`config.mk`:
```
export PLATFORM = sky130hd
export DESIGN_NAME = serial_add_ctrl
export DESIGN_NICKNAME = d
export VERILOG_FILES = /design/src/rtl/serial_add_pkg.sv /design/src/rtl/fa_bit.sv /design/src/rtl/serial_add_ctrl.sv
export SDC_FILE = /design/constraint.sdc
export NUM_CORES = 1
export LEC_CHECK = 0
export ABC_AREA = 1
export ABC_CLOCK_PERIOD_IN_PS = 1900
export BUFFER_PORTS_ARGS = -buffer_cell sky130_fd_sc_hd__buf_2
export CAP_MARGIN = 30
export CORE_MARGIN = 2
export CORE_UTILIZATION = 58
export DETAILED_ROUTE_END_ITERATION = 6
export GPL_TIMING_DRIVEN = 0
export PLACE_DENSITY = 0.9
export SKIP_CTS_REPAIR_TIMING = 1
export SYNTH_ARGS = -nofsm -noshare
export SYNTH_HDL_FRONTEND = slang
export SYNTH_SLANG_ARGS = --single-unit
```
`constraint.sdc`:
```
create_clock -name clk -period 1.9 [get_ports clk]
set_input_delay 0.285 -clock clk [delete_from_list [all_inputs] [get_ports clk]]
set_output_delay 0.285 -clock clk [all_outputs]
set_load 0.02 [all_outputs]
```
`src/rtl/serial_add_pkg.sv`:
```
// Shared types and constants for the bit-serial adder controller.
package serial_add_pkg;

    typedef enum logic [1:0] {
        IDLE = 2'd0,
        RUN  = 2'd1,
        DONE = 2'd2
    } state_t;

    localparam int DEFAULT_WIDTH = 8;

endpackage

```
`src/rtl/fa_bit.sv`:
```
// Single-bit full adder cell, time-shared by the serial controller.
module fa_bit (
    input  logic a,
    input  logic b,
    input  logic c,
    output logic sum,
    output logic Cout
);

    // Plain sum/majority equations.
    always_comb begin
        sum  = a ^ b ^ c;
        Cout = (a & b) | (a & c) | (b & c);
    end

endmodule

```
`src/rtl/serial_add_ctrl.sv`:
```
// Bit-serial adder controller: adds two WIDTH-bit operands LSB first over
// WIDTH cycles through one shared fa_bit cell, with start/busy/done handshake.
// Optional build macro SERIAL_ADD_SUB_EN adds a 'sub' input for a-b.
module serial_add_ctrl
    import serial_add_pkg::*;
#(
    parameter int WIDTH = DEFAULT_WIDTH
) (
    input  logic             clk,
    input  logic             rst,
    input  logic             start,
    input  logic [WIDTH-1:0] a,
    input  logic [WIDTH-1:0] b,
    input  logic             cin,
`ifdef SERIAL_ADD_SUB_EN
    input  logic             sub,
`endif
    output logic             busy,
    output logic             done,
    output logic [WIDTH-1:0] sum,
    output logic             cout
);

    localparam int CW = $clog2(WIDTH);
    localparam logic [CW-1:0] LAST = CW'(WIDTH - 1);

    state_t           state, state_nxt;
    logic [WIDTH-1:0] sh_a, sh_b, res_sh, res_nxt;
    logic [WIDTH-1:0] b_ld;
    logic             c_ld;
    logic             carry;
    logic [CW-1:0]    cnt;
    logic             fa_s, fa_c;
    logic             last_bit;

    fa_bit u_fa (
        .a    (sh_a[0]),
        .b    (sh_b[0]),
        .c    (carry),
        .sum  (fa_s),
        .Cout (fa_c)
    );

    // Operand B / carry-in selection at capture; subtraction is a + ~b + 1.
    always_comb begin
`ifdef SERIAL_ADD_SUB_EN
        b_ld = sub ? ~b : b;
        c_ld = sub ? 1'b1 : cin;
`else
        b_ld = b;
        c_ld = cin;
`endif
    end

    // Next result word and end-of-operand detect.
    always_comb begin
        res_nxt  = {fa_s, res_sh[WIDTH-1:1]};
        last_bit = (cnt == LAST);
    end

    // Next-state logic: one IDLE cycle always separates operations.
    always_comb begin
        state_nxt = state;
        case (state)
            IDLE:    if (start) state_nxt = RUN;
            RUN:     if (last_bit) state_nxt = DONE;
            DONE:    state_nxt = IDLE;
            default: state_nxt = IDLE;
        endcase
    end

    // State, operand shifters, carry feedback and result registers.
    always_ff @(posedge clk) begin
        if (rst) begin
            state  <= IDLE;
            sh_a   <= '0;
            sh_b   <= '0;
            res_sh <= '0;
            carry  <= 1'b0;
            cnt    <= '0;
            sum    <= '0;
            cout   <= 1'b0;
        end else begin
            state <= state_nxt;
            case (state)
                IDLE: begin
                    if (start) begin
                        sh_a  <= a;
                        sh_b  <= b_ld;
                        carry <= c_ld;
                        cnt   <= '0;
                    end
                end
                RUN: begin
                    sh_a   <= sh_a >> 1;
                    sh_b   <= sh_b >> 1;
                    res_sh <= res_nxt;
                    carry  <= fa_c;
                    if (last_bit) begin
                        // Publish on the edge entering DONE so sum is valid with done.
                        cnt  <= '0;
                        sum  <= res_nxt;
                        cout <= fa_c;
                    end else begin
                        cnt <= cnt + 1'b1;
                    end
                end
                default: ;
            endcase
        end
    end

    assign busy = (state == RUN);
    assign done = (state == DONE);

endmodule

```
==> results.json, run 1 <==
{
  "status": "complete, no violations",
  "cts_tree": "done",
  "cp_slowest_stage_delay_ns": 0.35,
  "slew_viol_final": 0,
  "synth_seq_cells": 38,
  "grt-ovfl-total": 0,
  "setup-tns-final_ns": 0,
  "design.core.area_sq_um": 2780,
  "numCtsBuffers": 5,
  "htreeDepth": 2,
  "root_buffer": "clkbuf_4",
  "synth_cells": 259,
  "drt-initial-drc-count": 51,
  "place_hpwl_mm": 2.48,
  "die_h_um": 58.3,
  "grt_pass1_wl_mm": 6.09,
  "postSynthAreaPerCell_sq_um": 6.61,
  "antenna_found_initial": 0,
  "critical_path.max_fanout": 10,
  "layout_common_cells": "nand2_1 (89), nor2_1 (54), dfxtp_1 (38)",
  "synth_area_leaders": "dfxtp_1 (44%), nand2_1 (20%), nor2_1 (12%)",
  "drc": 0,
  "syn-cell-area_sq_um": 1710,
  "startpoint_type": "flop",
  "clk_latency_ns": 0.35,
  "fmax_mhz": 566,
  "yosysWarnings": 0,
  "initial_utilization_pct": 61.6,
  "synth.distinct_cells": 18,
  "area_growth_pct": 14.8,
  "slowest_stage": "dfxtp_1",
  "max_cap_violations": 0,
  "rr_worst_depth": 7,
  "fp.dieW_um": 58.3,
  "hold_depth": 2,
  "hold_class": "primary input to flop",
  "ioPinCount": 31,
  "drive_gt1_share_pct": 18.2,
  "wl_mm": 3.49,
  "nets": 319,
  "die_area_sq_um": 3400,
  "fin_skew_ns": 0.00632,
  "place_congestion": 0.760,
  "clk_pin_slew_worst_paths_ns": 0.12,
  "rows": 19,
  "drt_pass1_iterations": 4,
  "p_leak_nw": 1.05,
  "worst-setup-path-type": "flop to primary output",
  "slew_headroom_pct": 70.4,
  "crit_path_cell_trace": "buf_4 -> inv_2 -> nor2_4 -> buf_2 -> buf_2",
  "rsz0062_at_grt": "no",
  "ant_nets": 0,
  "globalRouteTotalUtil_pct": 23.2,
  "cp-end-kind": "primary output",
  "grt_max_degree": 13,
  "ir_drop_mv": 0.811,
  "setup_slack_ns": 0.134,
  "power.density_nw_per_um2": 795,
  "num_antenna_cells": 0,
  "grt_pass1_vias": 1496,
  "fin_crit_sh_pct": 93.0,
  "vias_per_cell": 4.99,
  "synth_top_area_share_pct": 44.4,
  "clock_path_buffers": 2,
  "portBuffers": 30,
  "dp_slack_ns": 0.518,
  "cp.required_ns": 1.62,
  "vias": 1638,
  "ys_seq_area_share_pct": 44.4,
  "fin_crit_ns": 1.77,
  "routedWlPerCell_um": 10.6,
  "synth_fp_nets": 282,
  "yosysTopAreaCell": "dfxtp_1",
  "hold_viol": 0,
  "numClockSinks": 38,
  "final_common_cell": "nand2_1",
  "setup_viol": 0,
  "cpMostUsedCell": "buf_2",
  "worstMarginPinSlew_ns": 0.443,
  "crit_arrival_ns": 1.48
}
Yosys cell counts:
cell type  instances
buf_2              7
nor2_1            54
clkbuf_1           2
a21oi_1            5
dfxtp_1           38
nand2_2            1
buf_4              3
nor2_2             1
o21ai_0            7
inv_2              2
inv_1             21
fa_1               1
nand2_1           89
ha_1               2
nor2_4             1
buf_1              1
o21ai_4            1
nand3_1           23
critical path: cells and delay by family (launching register included):
| kind | cells | cell delay [ns] |
|---|---|---|
| buffers and inverters | 4 | 0.68 |
| flip-flops | 1 | 0.35 |
| AND/OR/NAND/NOR | 1 | 0.10 |
metal layers:
| metal | part of all wire (%) | wire, um | global-route usage, % |
|---|---|---|---|
| met1 | 45 | 1570 | 29.3 |
| met2 | 49 | 1720 | 37.7 |
| met3 | 4.8 | 167 | 6.81 |
| met4 | 1.1 | 39 | 8.31 |
| met5 | 0 | 0 | 0 |
path summary, 6_finish.rpt:
path            end      start  slack (ns)
min          cnt[1]        rst        0.19
min reg2reg  sum[5]  res_sh[6]        0.47
max            busy   state[0]        0.13
max reg2reg  sum[0]     cnt[0]        0.55
area by class of cell:
class                      instances  area [sq um]
fill                             234           816
buffer                            13          68.8
timing repair buffer              30           150
sequential                        38           761
clock buffer                       6          51.3
clock inverter                     2          12.5
multi-input combinational        185           797
tap                               31          38.8
inverter                          23          86.3
kinds of logic (layout without fill, tap and decap cells):
group,after synthesis,in the layout,synth area share (%)
simple gates,169,169,39.4
flops,38,38,44.4
fa+ha+maj,3,3,2.63
compound gates,13,13,4.46
buf+inv,36,74,9.06
metrics by stage:
| stage | area, sq um | power, mW | utilization, % | cells | hold slack [ns] |
|---|---|---|---|---|---|
| 2_1_floorplan | 1710 | 1.06 | - | 259 | 0.354 |
| 3_3_place_gp | 1900 | 1.12 | 68.4 | 320 | 0.449 |
| 3_5_place_dp | 1900 | 1.13 | 68.4 | 320 | 0.455 |
| 4_1_cts | 1970 | 1.57 | 70.7 | 328 | 0.182 |
| 5_1_grt | 1970 | 1.66 | 70.7 | 328 | 0.172 |
| 6_report | 1970 | 1.56 | 70.7 | 328 | 0.189 |
state kept, by name, summed over array words and instances (netlist names):
signal	flops
carry	1
cnt	3
cout	1
res_sh	7
sh_a	8
sh_b	8
state	2
sum	8
report_power, final:
| part | switching, mW | internal, mW | total, mW |
|---|---|---|---|
| Sequential | 0.0283 | 0.847 | 0.875 |
| Clock | 0.270 | 0.178 | 0.448 |
| Combinational | 0.146 | 0.0944 | 0.240 |
| Total | 0.444 | 1.12 | 1.56 |
No activity file was read; power rests on OpenSTA's default activity.
==> run 2, diff against run 1 <==
- RECOVER_POWER: default -> 50
==> run 2 against run 1 <==
Net effect: sequential power barely moved; combinational power barely moved; core utilization fell by 0.67 points; non-clock buffer count did not move; count of clock-buffer cells in the layout did not move; via count did not move; hold slack got worse by 0.0072 ns; critical path depth fell by 1; worst setup slack got worse by 0.0034 ns; wire length rose by 0.23%; global-route usage did not move; sequential cell count did not move; largest cell class unchanged; highest routed layer unchanged.
==> results.json, run 2 (synthesis gave the netlist of run 1 again) <==
{
  "status": "complete, no violations",
  "grt_max_degree": 13,
  "met2_usage_pct": 37.7,
  "numClockSinks": 38,
  "hold_viol": 0,
  "cp_slowest_stage_delay_ns": 0.36,
  "initial_utilization_pct": 61.6,
  "fin_skew_ns": 0.00655,
  "grt_pass1_vias": 1496,
  "place_congestion": 0.760,
  "grt.met3_usage_pct": 6.81,
  "critical_path.max_fanout": 10,
  "drive_gt1_share_pct": 13.8,
  "die_h_um": 58.3,
  "max_cap_violations": 0,
  "drc": 0,
  "cts_tree": "done",
  "min_to": "cnt[1]",
  "r2r_setup_slack_ns": 0.42,
  "vias_per_cell": 4.99,
  "power.total_mw": 1.56,
  "cp-end-kind": "primary output",
  "r2r_start": "state[1]",
  "grt_pass1_wl_mm": 6.09,
  "largestRegisters": "sh_a x8, sh_b x8, sum x8",
  "fin_crit_ns": 1.77,
  "clk_latency_ns": 0.35,
  "ir_drop_mv": 0.809,
  "ioPinCount": 31,
  "p_leak_nw": 1.00,
  "drt_pass1_iterations": 4,
  "crit_arrival_ns": 1.48,
  "clock_path_buffers": 2,
  "finalNonFillerCells": 328,
  "crit_path_cell_trace": "inv_1 -> buf_2 -> nor2_1 -> buf_2",
  "globalRouteTotalUtil_pct": 23.2,
  "setup-tns-final_ns": 0,
  "power.density_nw_per_um2": 802,
  "wl_mm": 3.50,
  "numCtsBuffers": 5,
  "cp.required_ns": 1.62,
  "final_area_sq_um": 1950,
  "die_area_sq_um": 3400,
  "slew_viol_final": 0,
  "slew_headroom_pct": 70.1,
  "rsz0062_at_grt": "no",
  "hold_class": "primary input to flop",
  "fin_crit_sh_pct": 93.1,
  "design.core.area_sq_um": 2780,
  "place_hpwl_mm": 2.48,
  "rr_worst_depth": 7,
  "htreeDepth": 2,
  "area_growth_pct": 13.7,
  "drt-initial-drc-count": 60,
  "reg2reg_to": "sh_a[5]",
  "nets": 319,
  "routedWlPerCell_um": 10.7,
  "startpoint_type": "flop",
  "hold_start": "rst",
  "rows": 19,
  "worst-setup-path-type": "flop to primary output",
  "cpMostUsedCell": "buf_2",
  "clk_pin_slew_worst_paths_ns": 0.12,
  "num_antenna_cells": 0,
  "hold_depth": 2,
  "setup_viol": 0,
  "ant_nets": 0,
  "placed_area_sq_um": 1900,
  "final_common_cell": "nand2_1",
  "layout_common_cells": "nand2_1 (89), nor2_1 (55), dfxtp_1 (38)",
  "place_inst": 320,
  "worstMarginPinSlew_ns": 0.447,
  "root_buffer": "clkbuf_4",
  "vias": 1638,
  "grt-ovfl-total": 0,
  "fp.dieW_um": 58.3,
  "busiest_layer": "met2",
  "fmax_mhz": 565,
  "slowest_stage": "dfxtp_1",
  "antenna_found_initial": 0,
  "portBuffers": 30,
  "use_met1_pct": 29.3
}
-- run 2: cell count changes in the layout (fill, tap and decap cells not counted), sizes merged --
cell and delta:
buf -11, clkbuf +11
-- run 2: metrics by stage --
| step | utilization, % | worst slack [ns] | hold WS (ns) |
|---|---|---|---|
| floorplan | - | 0.667 | 0.354 |
| global placement | 68.4 | 0.556 | 0.449 |
| detailed placement | 68.4 | 0.518 | 0.455 |
| CTS | 70.7 | 0.129 | 0.182 |
| global route | 70.0 | 0.0170 | 0.163 |
| finish | 70.0 | 0.131 | 0.182 |
-- run 2: critical path: cells and delay by family, from the launching register on --
| kind | cells | cell delay (ns) |
|---|---|---|
| buffers and inverters | 3 | 0.73 |
| DFF | 1 | 0.36 |
| and+or+nand+nor | 1 | 0.06 |
-- run 2: final cells by class --
class | count | area [sq um]
Fill cell | 243 | 835
Tap cell | 31 | 38.8
Timing Repair Buffer | 30 | 139
Inverter | 23 | 86.3
Multi-Input combinational cell | 185 | 795
Clock inverter | 2 | 12.5
Buffer | 13 | 63.8
Sequential cell | 38 | 761
Clock buffer | 6 | 51.3
-- run 2: metal layers --
layer / wire length, um / share of wire (%)
met2: 1700 / 49
met1: 1570 / 45
met4: 38 / 1.1
met5: 0 / 0
met3: 191 / 5.5
-- run 2: report_power, final --
part | internal (mW) | switching [mW] | leakage (nW)
combinational | 0.0925 | 0.146 | 0.654
sequential | 0.847 | 0.0283 | 0.312
clock | 0.178 | 0.271 | 0.0343
total | 1.12 | 0.445 | 1.00
-- run 2: how the worst max path moves through the flow --
stage	start	endpoint	slack [ns]	cells after the start
after floorplan	state[1]	done	0.67	3
after global placement	state[0]	busy	0.56	5
after detailed placement	state[0]	busy	0.52	5
after CTS	state[0]	busy	0.13	5
after global routing	state[0]	busy	0.02	5
final	state[1]	done	0.13	4
==> run 3, diff against run 2 <==
- CORE_UTILIZATION: 58 -> 60
- CTS_BUF_LIST: default -> sky130_fd_sc_hd__clkbuf_4
- PLACE_DENSITY: 0.9 -> 0.92
- SLEW_MARGIN: default -> 20
==> run 3 against run 2 <==
Net effect: clock skew increased by 0.0046 ns; combinational power decreased by 2%; hold slack got worse by 0.0050 ns; critical path depth increased by 1; sequential power about the same.
==> results.json, run 3 (synthesis gave the netlist of run 1 again) <==
{
  "final_common_cell": "nand2_1",
  "rsz0062_at_grt": "no",
  "whs_ns": 0.177,
  "vias_per_cell": 4.91,
  "antenna_found_initial": 0,
  "design.core.area_sq_um": 2730,
  "place_congestion": 0.819,
  "power.density_nw_per_um2": 789,
  "vias": 1611,
  "cts_tree": "done",
  "drive_gt1_share_pct": 13.5,
  "fin_crit_sh_pct": 91.3,
  "rows": 19,
  "largestRegisters": "sh_a x8, sh_b x8, sum x8",
  "globalRouteTotalUtil_pct": 23.4,
  "routedWlPerCell_um": 10.2,
  "grt-ovfl-total": 0,
  "hold_viol": 0,
  "multi_input_area_sq_um": 783,
  "crit_start": "state[0]",
  "p_leak_nw": 0.992,
  "cp.required_ns": 1.62,
  "cp-end-kind": "primary output",
  "fin_crit_ns": 1.73,
  "grt_pass1_vias": 1424,
  "fp.dieW_um": 57.4,
  "slew_viol_final": 0,
  "drc": 0,
  "status": "complete, no violations",
  "htreeDepth": 2,
  "ioPinCount": 31,
  "numCtsBuffers": 5,
  "area_growth_pct": 12.4,
  "clock_path_buffers": 2,
  "die_area_sq_um": 3300,
  "slew_headroom_pct": 68.1,
  "grt_pass1_wl_mm": 5.97,
  "drt-initial-drc-count": 57,
  "hold_start": "rst",
  "placed_area_sq_um": 1900,
  "die_h_um": 57.4,
  "ant_nets": 0,
  "critical_path.max_fanout": 10,
  "ir_drop_mv": 0.735,
  "fmax_mhz": 576,
  "hold_class": "primary input to flop",
  "fin_skew_ns": 0.0112,
  "setup-tns-final_ns": 0,
  "r2r_start": "state[0]",
  "drt_pass1_iterations": 4,
  "nets": 319,
  "worstMarginPinSlew_ns": 0.475,
  "setup_viol": 0,
  "root_buffer": "clkbuf_4",
  "grt_max_degree": 13,
  "numClockSinks": 38,
  "worst-setup-path-type": "flop to primary output",
  "clk_pin_slew_worst_paths_ns": 0.12,
  "final_area_sq_um": 1930,
  "num_antenna_cells": 0,
  "initial_utilization_pct": 62.7,
  "layout_common_cells": "nand2_1 (89), nor2_1 (55), dfxtp_1 (38)",
  "clk_latency_ns": 0.35,
  "fillers": 251,
  "regArea_sq_um": 761,
  "place_hpwl_mm": 2.38,
  "crit_arrival_ns": 1.45,
  "wl_mm": 3.34,
  "max_cap_violations": 0,
  "startpoint_type": "flop",
  "portBuffers": 30
}
run 3: layout make-up:
cell class / count / share of cell area, %
clock inverter: 3 / 0.845
multi-input combinational: 185 / 40.7
inverter: 23 / 4.48
tap: 31 / 2.01
sequential: 38 / 39.5
clock buffer: 5 / 1.95
buffer: 13 / 3.31
timing repair buffer: 30 / 7.21
run 3: metrics by stage:
| stage | instances | utilization (%) | worst slack [ns] | power [mW] |
|---|---|---|---|---|
| floorplan | 259 | - | 0.667 | 1.06 |
| global placement | 320 | 69.6 | 0.550 | 1.12 |
| detailed placement | 320 | 69.6 | 0.551 | 1.13 |
| CTS | 328 | 71.5 | 0.147 | 1.53 |
| global route | 328 | 70.4 | 0.0692 | 1.61 |
| finish | 328 | 70.4 | 0.165 | 1.52 |
run 3: power breakdown:
part           internal, mW  switching (mW)  total, mW
clock                 0.138           0.275      0.412
combinational        0.0910           0.143      0.234
sequential            0.847          0.0274      0.874
run 3: path summary, 6_finish.rpt:
path	slack (ns)	endpoint	cells after the start
min reg2reg	0.47	sum[5]	2
max reg2reg	0.28	sh_a[7]	5
min	0.18	state[0]	2
max	0.17	busy	5
run 3: critical path, cell delays in order (launching register included):
cell and delay (ns):
dfxtp_1 0.35, buf_4 0.17, inv_2 0.05, nor2_4 0.10
buf_2 0.22, buf_2 0.20
run 3: metal layers:
metal | global-route usage, % | wire (um)
met1 | 30.4 | 1480
met2 | 36.5 | 1610
met3 | 6.80 | 198
met4 | 9.63 | 50
met5 | 0 | 0
